===== src/rtl/misr_pkg.sv =====
// misr_pkg: shared types and helpers for the MISR output response analyser.
//   misr_state_e  : FSM states (IDLE, RUN, DONE)
//   misr_next()   : one Galois-MISR compaction step on a zero-extended vector
//   default_poly(): default feedback tap masks per signature width
package misr_pkg;

    typedef enum logic [1:0] {
        IDLE = 2'd0,
        RUN  = 2'd1,
        DONE = 2'd2
    } misr_state_e;

    // Upper bound on WIDTH; the helper works on vectors of this size and the
    // caller keeps the low WIDTH bits.
    localparam int MISR_MAX_W = 64;

    localparam logic [3:0]  POLY_W4  = 4'b0011;   // x^4 + x + 1
    localparam logic [7:0]  POLY_W8  = 8'h1D;     // x^8 + x^4 + x^3 + x^2 + 1
    localparam logic [15:0] POLY_W16 = 16'h002D;  // x^16 + x^5 + x^3 + x^2 + 1

    function automatic logic [MISR_MAX_W-1:0] default_poly(input int width);
        logic [MISR_MAX_W-1:0] p;
        case (width)
            8:       p = MISR_MAX_W'(POLY_W8);
            16:      p = MISR_MAX_W'(POLY_W16);
            default: p = MISR_MAX_W'(POLY_W4);
        endcase
        return p;
    endfunction

    // s[i] <= s[i-1] ^ (poly[i] & msb) ^ din[i], with s[-1] = 0 and din bits
    // above din_w treated as 0. Bits at or above width are returned as 0.
    function automatic logic [MISR_MAX_W-1:0] misr_next(
        input logic [MISR_MAX_W-1:0] s,
        input logic [MISR_MAX_W-1:0] din,
        input logic [MISR_MAX_W-1:0] poly,
        input int                    width,
        input int                    din_w
    );
        logic [MISR_MAX_W-1:0] r;
        logic                  m;
        r    = '0;
        m    = s[width-1];
        r[0] = (poly[0] & m) ^ ((din_w > 0) ? din[0] : 1'b0);
        for (int i = 1; i < MISR_MAX_W; i++) begin
            if (i < width) begin
                r[i] = s[i-1] ^ (poly[i] & m) ^ ((i < din_w) ? din[i] : 1'b0);
            end
        end
        return r;
    endfunction

endpackage


===== src/rtl/misr_ora_param_core.sv =====
// misr_core: signature register plus next-state XOR network.
//   clock, reset (async, active-low)
//   load      : reload SEED (has priority over enable)
//   enable    : compact din this cycle
//   din       : DIN_W-bit response, bit i feeds stage i
//   signature : WIDTH-bit register contents
module misr_core
    import misr_pkg::*;
#(
    parameter int               WIDTH = 4,
    parameter int               DIN_W = 2,
    parameter logic [WIDTH-1:0] POLY  = WIDTH'(default_poly(WIDTH)),
    parameter logic [WIDTH-1:0] SEED  = '0
) (
    input  logic             clock,
    input  logic             reset,
    input  logic             load,
    input  logic             enable,
    input  logic [DIN_W-1:0] din,
    output logic [WIDTH-1:0] signature
);

    logic [MISR_MAX_W-1:0] next_full;
    logic [WIDTH-1:0]      next_sig;

    assign next_full = misr_next(MISR_MAX_W'(signature), MISR_MAX_W'(din),
                                 MISR_MAX_W'(POLY), WIDTH, DIN_W);
    assign next_sig  = next_full[WIDTH-1:0];

    // Upper bits of the helper result are always zero.
    if (WIDTH < MISR_MAX_W) begin : g_unused_hi
        logic unused_hi;
        assign unused_hi = ^next_full[MISR_MAX_W-1:WIDTH];
    end

    always_ff @(posedge clock or negedge reset) begin
        if (!reset) begin
            signature <= SEED;
        end else if (load) begin
            signature <= SEED;
        end else if (enable) begin
            signature <= next_sig;
        end
    end

endmodule


===== src/rtl/misr_ora_param.sv =====
// misr_ora_param: parametrised MISR output response analyser.
// Compacts NUM_PATTERNS valid responses into a WIDTH-bit Galois MISR, then
// freezes the signature and compares it against golden.
//   reset (async, active-low), clock
//   start, din_valid, din[DIN_W], golden[WIDTH]
//   signature[WIDTH], busy, done, pass, pattern_cnt
// Optional: MISR_XMASK_EN adds din_mask[DIN_W]; masked bits compact as 0.
//
// state | meaning
// IDLE  | waiting for start, signature holds
// RUN   | compacting valid responses, busy=1
// DONE  | signature frozen, done=1, pass reflects compare with golden
module misr_ora_param
    import misr_pkg::*;
#(
    parameter int               WIDTH        = 4,
    parameter int               DIN_W        = 2,
    parameter logic [WIDTH-1:0] POLY         = WIDTH'(default_poly(WIDTH)),
    parameter logic [WIDTH-1:0] SEED         = '0,
    parameter int               NUM_PATTERNS = 16,
    localparam int              CNT_W        = $clog2(NUM_PATTERNS + 1)
) (
    input  logic             reset,
    input  logic             clock,
    input  logic             start,
    input  logic             din_valid,
    input  logic [DIN_W-1:0] din,
`ifdef MISR_XMASK_EN
    input  logic [DIN_W-1:0] din_mask,
`endif
    input  logic [WIDTH-1:0] golden,
    output logic [WIDTH-1:0] signature,
    output logic             busy,
    output logic             done,
    output logic             pass,
    output logic [CNT_W-1:0] pattern_cnt
);

    localparam logic [CNT_W-1:0] CNT_MAX  = CNT_W'(NUM_PATTERNS);
    localparam logic [CNT_W-1:0] CNT_LAST = CNT_W'(NUM_PATTERNS - 1);

    misr_state_e      state;
    logic             core_load;
    logic             core_enable;
    logic [DIN_W-1:0] din_eff;

`ifdef MISR_XMASK_EN
    assign din_eff = din & ~din_mask;
`else
    assign din_eff = din;
`endif

    // start outside RUN wins over din_valid, so a reseed never compacts.
    assign core_load   = start && (state != RUN);
    assign core_enable = (state == RUN) && din_valid;

    misr_core #(
        .WIDTH (WIDTH),
        .DIN_W (DIN_W),
        .POLY  (POLY),
        .SEED  (SEED)
    ) u_core (
        .clock     (clock),
        .reset     (reset),
        .load      (core_load),
        .enable    (core_enable),
        .din       (din_eff),
        .signature (signature)
    );

    always_ff @(posedge clock or negedge reset) begin
        if (!reset) begin
            state       <= IDLE;
            pattern_cnt <= '0;
            busy        <= 1'b0;
            done        <= 1'b0;
        end else begin
            case (state)
                IDLE, DONE: begin
                    if (start) begin
                        state       <= RUN;
                        pattern_cnt <= '0;
                        busy        <= 1'b1;
                        done        <= 1'b0;
                    end
                end
                RUN: begin
                    if (din_valid) begin
                        if (pattern_cnt != CNT_MAX) begin
                            pattern_cnt <= pattern_cnt + CNT_W'(1);
                        end
                        if (pattern_cnt == CNT_LAST) begin
                            state <= DONE;
                            busy  <= 1'b0;
                            done  <= 1'b1;
                        end
                    end
                end
                default: begin
                    state <= IDLE;
                    busy  <= 1'b0;
                    done  <= 1'b0;
                end
            endcase
        end
    end

    // Live golden against the frozen signature.
    assign pass = done && (signature == golden);

endmodule


===== config.mk =====
export PLATFORM = sky130hd
export DESIGN_NAME = misr_ora_param
export DESIGN_NICKNAME = d
export VERILOG_FILES = /design/src/rtl/misr_pkg.sv /design/src/rtl/misr_ora_param_core.sv /design/src/rtl/misr_ora_param.sv
export SDC_FILE = /design/constraint.sdc
export NUM_CORES = 1
export LEC_CHECK = 0
export ABC_AREA = 1
export CAP_MARGIN = 20
export CORE_AREA = 5 5 50 52
export DETAILED_ROUTE_END_ITERATION = 7
export DIE_AREA = 0 0 55 57
export PLACE_DENSITY_LB_ADDON = 0.2
export SETUP_SLACK_MARGIN = 0.05
export SYNTH_ARGS = -nofsm -noshare
export SYNTH_HDL_FRONTEND = slang
export SYNTH_SLANG_ARGS = --single-unit

===== constraint.sdc =====
create_clock -name clock -period 1.6 [get_ports clock]
set_input_delay 0.16 -clock clock [delete_from_list [all_inputs] [get_ports clock]]
set_output_delay 0.16 -clock clock [all_outputs]
set_load 0.1 [all_outputs]

Word-level counts from Yosys, hierarchy flattened
Index checks and enable logic that the tools add are counted.
{"block": "totals", "regBits": 13, "input_bits": 10, "out_inout_bits": 12, "elab_cells": 46}
{"block": "classes", "n_addsub": 1, "n_eq_ne": 10, "mux": 18, "n_bitwise": 3, "n_reduce_logical": 9}
{"cell": "5-bit two-way mux", "count": 3}
{"cell": "5-bit case mux with 2 select lines", "count": 1}
{"cell": "4-bit two-way mux", "count": 2}
{"cell": "1-bit two-way mux", "count": 6}
{"cell": "2-bit two-way mux", "count": 3}
{"cell": "2-bit by 1-bit inequality test with 1-bit output, second input constant", "count": 3}
{"cell": "5-bit by 1-bit adder with 5-bit output, second input constant", "count": 1}
{"cell": "5-bit by 4-bit equality test with 1-bit output, second input constant", "count": 1}
{"cell": "5-bit inequality test, second input constant", "count": 1}
{"cell": "4-bit equality test", "count": 1}
{"cell": "2-bit inequality test, second input constant", "count": 2}
{"cell": "1-bit case mux with 2 select lines", "count": 2}
{"cell": "2-bit case mux with 2 select lines", "count": 1}
{"cell": "4-bit AND reduction", "count": 1}
{"cell": "2-bit nonzero test", "count": 2}
{"cell": "1-bit logical AND", "count": 3}
{"cell": "3-bit AND reduction", "count": 1}
{"cell": "1-bit XOR", "count": 3}
{"cell": "2-bit by 1-bit equality test with 1-bit output, second input constant", "count": 1}
{"cell": "2-bit equality test, second input constant", "count": 1}
{"cell": "2-bit zero test", "count": 1}
{"cell": "2-bit OR reduction", "count": 1}

Depth between registers and ports, before layout
{"block": "depth", "ltp_word": 4, "depth_mapped": 10, "ltp_nobuf": 10}

Hierarchy
Synthesis repeated with hierarchy kept, for this count alone.
{"block": "hier_totals", "cells_unflattened": 102, "area_unflattened_um2": 767.0}
{"module": "misr_ora_param", "instances": 1, "cells_per_inst": 76, "area_per_inst_um2": 556.8, "seq_area_each_um2": 200.2}
{"module": "misr_core", "instances": 1, "cells_per_inst": 26, "area_per_inst_um2": 210.2, "seq_area_each_um2": 100.1}

Worst setup path after synthesis
No wires, ideal clock.
{"block": "synth_timing", "path_kind": "flip-flop to output port", "startpoint": "register, netlist name state[1]", "endpoint": "output port pass", "arrival_time_ns": 2.690, "slack_ns": -1.250, "path_stages_with_launch": 5, "n_path_buf": 0, "cell_sequence": "dfrtp_1 > o21ai_0 > a21oi_1 > nand2_1 > nor2_1"}
{"element": "end: declaration", "line": "misr_ora_param.sv:35", "source": "output logic pass,"}

Final worst setup path
{"block": "layout_timing", "startpoint": "register u_core.signature[2]", "endpoint": "output port pass"}
{"block": "layout_via", "elab_chain_len": 2}
{"element": "start: declaration", "line": "misr_ora_param_core.sv:20", "source": "output logic [WIDTH-1:0] signature"}
{"element": "start signal: assignment", "line": "misr_ora_param_core.sv:42", "source": "signature <= next_sig;"}
{"element": "4-bit equality test", "line": "misr_ora_param.sv:109", "source": "assign pass = done && (signature == golden);"}
{"element": "1-bit logical AND", "line": "misr_ora_param.sv:109"}
Every way passes these cells.

==> flow_summary_export.csv <==
group,metric,value,unit
outcome,status,"complete, but fails checks",
outcome,failed_checks,"setup timing",
finish,fin_nets,145,
setup_path,critical_path.top_delay_family,"flip-flops",
global_routing,grt_pass1_vias,726,
setup_path,regToRegStartpoint,"pattern_cnt[0]",
finish,mostFrequentLayoutCell,"nand2_1",
floorplan,fp.dieW,55,µm
finish,area_growth,67.5,%
sta,slew_headroom,0.642,
logic_synthesis,ys_top_cells_by_area,"dfrtp_1, nand2_1, inv_1",
global_routing,grt_max_degree,13,
setup_path,required,1440,ps
logic_synthesis,synth-seq-cells,12,
detailed_routing,drcViolationCount,0,
clocking,htree_levels,1,
finish,final_area,0.00124,mm²
setup_path,crit_type,"register to output pin",
setup_path,critical_path.max_fanout,2,
logic_synthesis,synthAdderAreaFrac,0.0505,
clocking,clk_pin_slew,80,ps
global_routing,grt_pass1_wl,3030,µm
finish,fin_cells,159,
logic_synthesis,synth-simple-area-share,0.320,
detailed_routing,vias,747,
logic_synthesis,synth_cell_type_count,18,
setup_path,slowest_delay,470,ps
global_routing,antenna_found_initial,0,
sta,rsz0062_at_grt,"true",
sta,finalHoldViolations,0,
sta,period_share,1.01,
detailed_routing,avgViaCountPerCell,4.70,
logic_synthesis,syn_area,743,µm²
placed_design,numPortBuffers,21,
detailed_routing,routed.top_layer,"met4",
finish,final_cell_mix,"nand2_1, inv_1, buf_12",
setup_path,cp_cell_sequence,"or2_4 -> a21oi_2 -> nand2_2 -> nor2_4 -> buf_12",
clocking,cts_hold_buf,0,
floorplan,ioPinCount,22,
placed_design,dp_hpwl,1370,µm
sta,min_period,1620,ps
setup_path,ff2ff_path_depth,11,
detailed_routing,wl,1810,µm
sta,holdWs,231,ps
logic_synthesis,synth-compound-area-share,0.0993,
sta,setup_ws,-23.9,ps
power_and_ir_drop,p_per_area,2070,mW/mm²
sta,finalSetupViolations,1,
setup_path,worst-path-buf-inv,1,
sta,fin_skew,1.66,ps
setup_path,critPathSlowestCell,"dfrtp_4",
placed_design,place_congestion,0.765,
floorplan,dieArea,0.00314,mm²
logic_synthesis,yosysSeqAreaShare,0.404,
placed_design,placed_cell_area,0.00116,mm²
detailed_routing,drtIter0Drc,14,
detailed_routing,met2_length,924,µm
run,max-cap-violations,0,
clocking,cts_buffer_depth,2,
finish,n_antenna_cell,0,
logic_synthesis,yosys_warnings,0,
setup_path,r2r_end,"pattern_cnt[2]",
floorplan,std_cell_rows,17,
setup_path,reg2reg_slack,140,ps
logic_synthesis,syn-instance-count,101,
sta,worst_pin_slew,535,ps
global_routing,grt-ovfl-total,0,
logic_synthesis,synth_top_area_share,0.404,
setup_path,endpoint_kind,"output pin",
clocking,clockRootBuffer,"clkbuf_4",
detailed_routing,met1Wirelength,724,µm
setup_path,start_kind,"register",
logic_synthesis,syn_nets,114,
setup_path,cp.arrival,1460,ps
logic_synthesis,muxShareOfSynthArea,0,
clocking,cts_tree,"built",
logic_synthesis,synth-xor-area-share,0.0354,
detailed_routing,wl_per_cell,11.4,µm
logic_synthesis,syn_avg_cell_area,7.36,µm²
detailed_routing,dr.pass1.iters,4,
sta,fmax,0.616,GHz
hold_path,hp-class,"input pin to asynchronous set/reset pin",
finish,drive_gt1_frac,0.359,
placed_design,place_inst,150,
global_routing,grt_use_total,0.127,
floorplan,start_util,0.360,
detailed_routing,route.met3.wl,133,µm
sta,slew_viol_final,0,
logic_synthesis,synth_top_cell_by_area,"dfrtp_1",
power_and_ir_drop,leakage,0.565,nW
floorplan,dieHeight,57,µm
clocking,clk_latency,270,ps
placed_design,place_ws,58.9,ps
detailed_routing,ant_nets,0,
clocking,cts_inserted_buffers,3,
power_and_ir_drop,irDropWorstVdd,1420,µV
clocking,clock_sinks,12,
floorplan,core-area,0.00206,mm²
logic_synthesis,synth_top_family_by_area,"simple AND/OR/NAND/NOR gates",
-- per-stage QoR --
step / total power, W / utilization / setup TNS (ps)
after CTS: 0.00251 / 0.585 / -44.0
after global routing: 0.00272 / 0.603 / -93.1
after detailed placement: 0.00224 / 0.562 / 0
after floorplan: 0.00168 / - / -130
final: 0.00258 / 0.603 / -23.9
after global placement: 0.00222 / 0.562 / 0
-- synth_stat cells --
cell type,n
nand3_1,6
xnor2_1,2
ha_1,3
nor2_8,1
nand3b_1,1
inv_2,2
inv_1,16
or2_2,1
nor2_1,11
o22ai_1,4
nand2_2,2
o21ai_2,1
o21ai_0,7
xor2_1,1
a21oi_1,1
nand2_1,29
nand2_4,1
dfrtp_1,12
-- how the worst max path moves through the flow --
stage               depth (start not counted)   end           startpoint  slack [ps]
global placement                            6  pass            golden[2]         110
CTS                                         5  pass  u_core.signature[2]         -40
finish                                      5  pass  u_core.signature[2]         -20
global route                                5  pass  u_core.signature[2]         -90
detailed placement                          6  pass            golden[2]          60
floorplan                                   4  pass  u_core.signature[2]        -130
-- power breakdown --
part           total (W)  internal (W)  switching [W]
Sequential      0.000598      0.000440       0.000159
Clock           0.000244      0.000138       0.000105
Combinational    0.00173      0.000628        0.00111
-- layout make-up --
class | instances | area, µm²
multi-input cells | 71 | 413
fillers | 185 | 818
flip-flops and latches | 12 | 325
repair buffers | 26 | 368
clock buffers | 4 | 36.3
well taps | 28 | 35.0
inverters | 18 | 67.6
-- routing by layer --
metal | global-route usage | vias to the layer above
met4 | 0.0521 | 0
met1 | 0.147 | 346
met2 | 0.220 | 23
met3 | 0.0261 | 4
met5 | 0 | -
li1 | - | 374
-- logic make-up after synthesis --
group | Yosys count
buffers and inverters | 18
adder cells (fa/ha/maj) | 3
flip-flops | 12
AO/OA/AOI/OAI | 13
AND/OR/NAND/NOR | 52
XOR/XNOR | 3
-- registers in the layout, indices dropped and copies added (netlist names) --
signal	cells
busy	1
pattern_cnt	5
u_core.signature	4
state	2
-- what timing repair did --
item	CTS	global route
setup buffers	1	4
endpoints found under the setup margin	1	3
resized for setup	1	5
gates cloned	0	0
pin swaps	1	3
(Power assumes the default switching activity.)
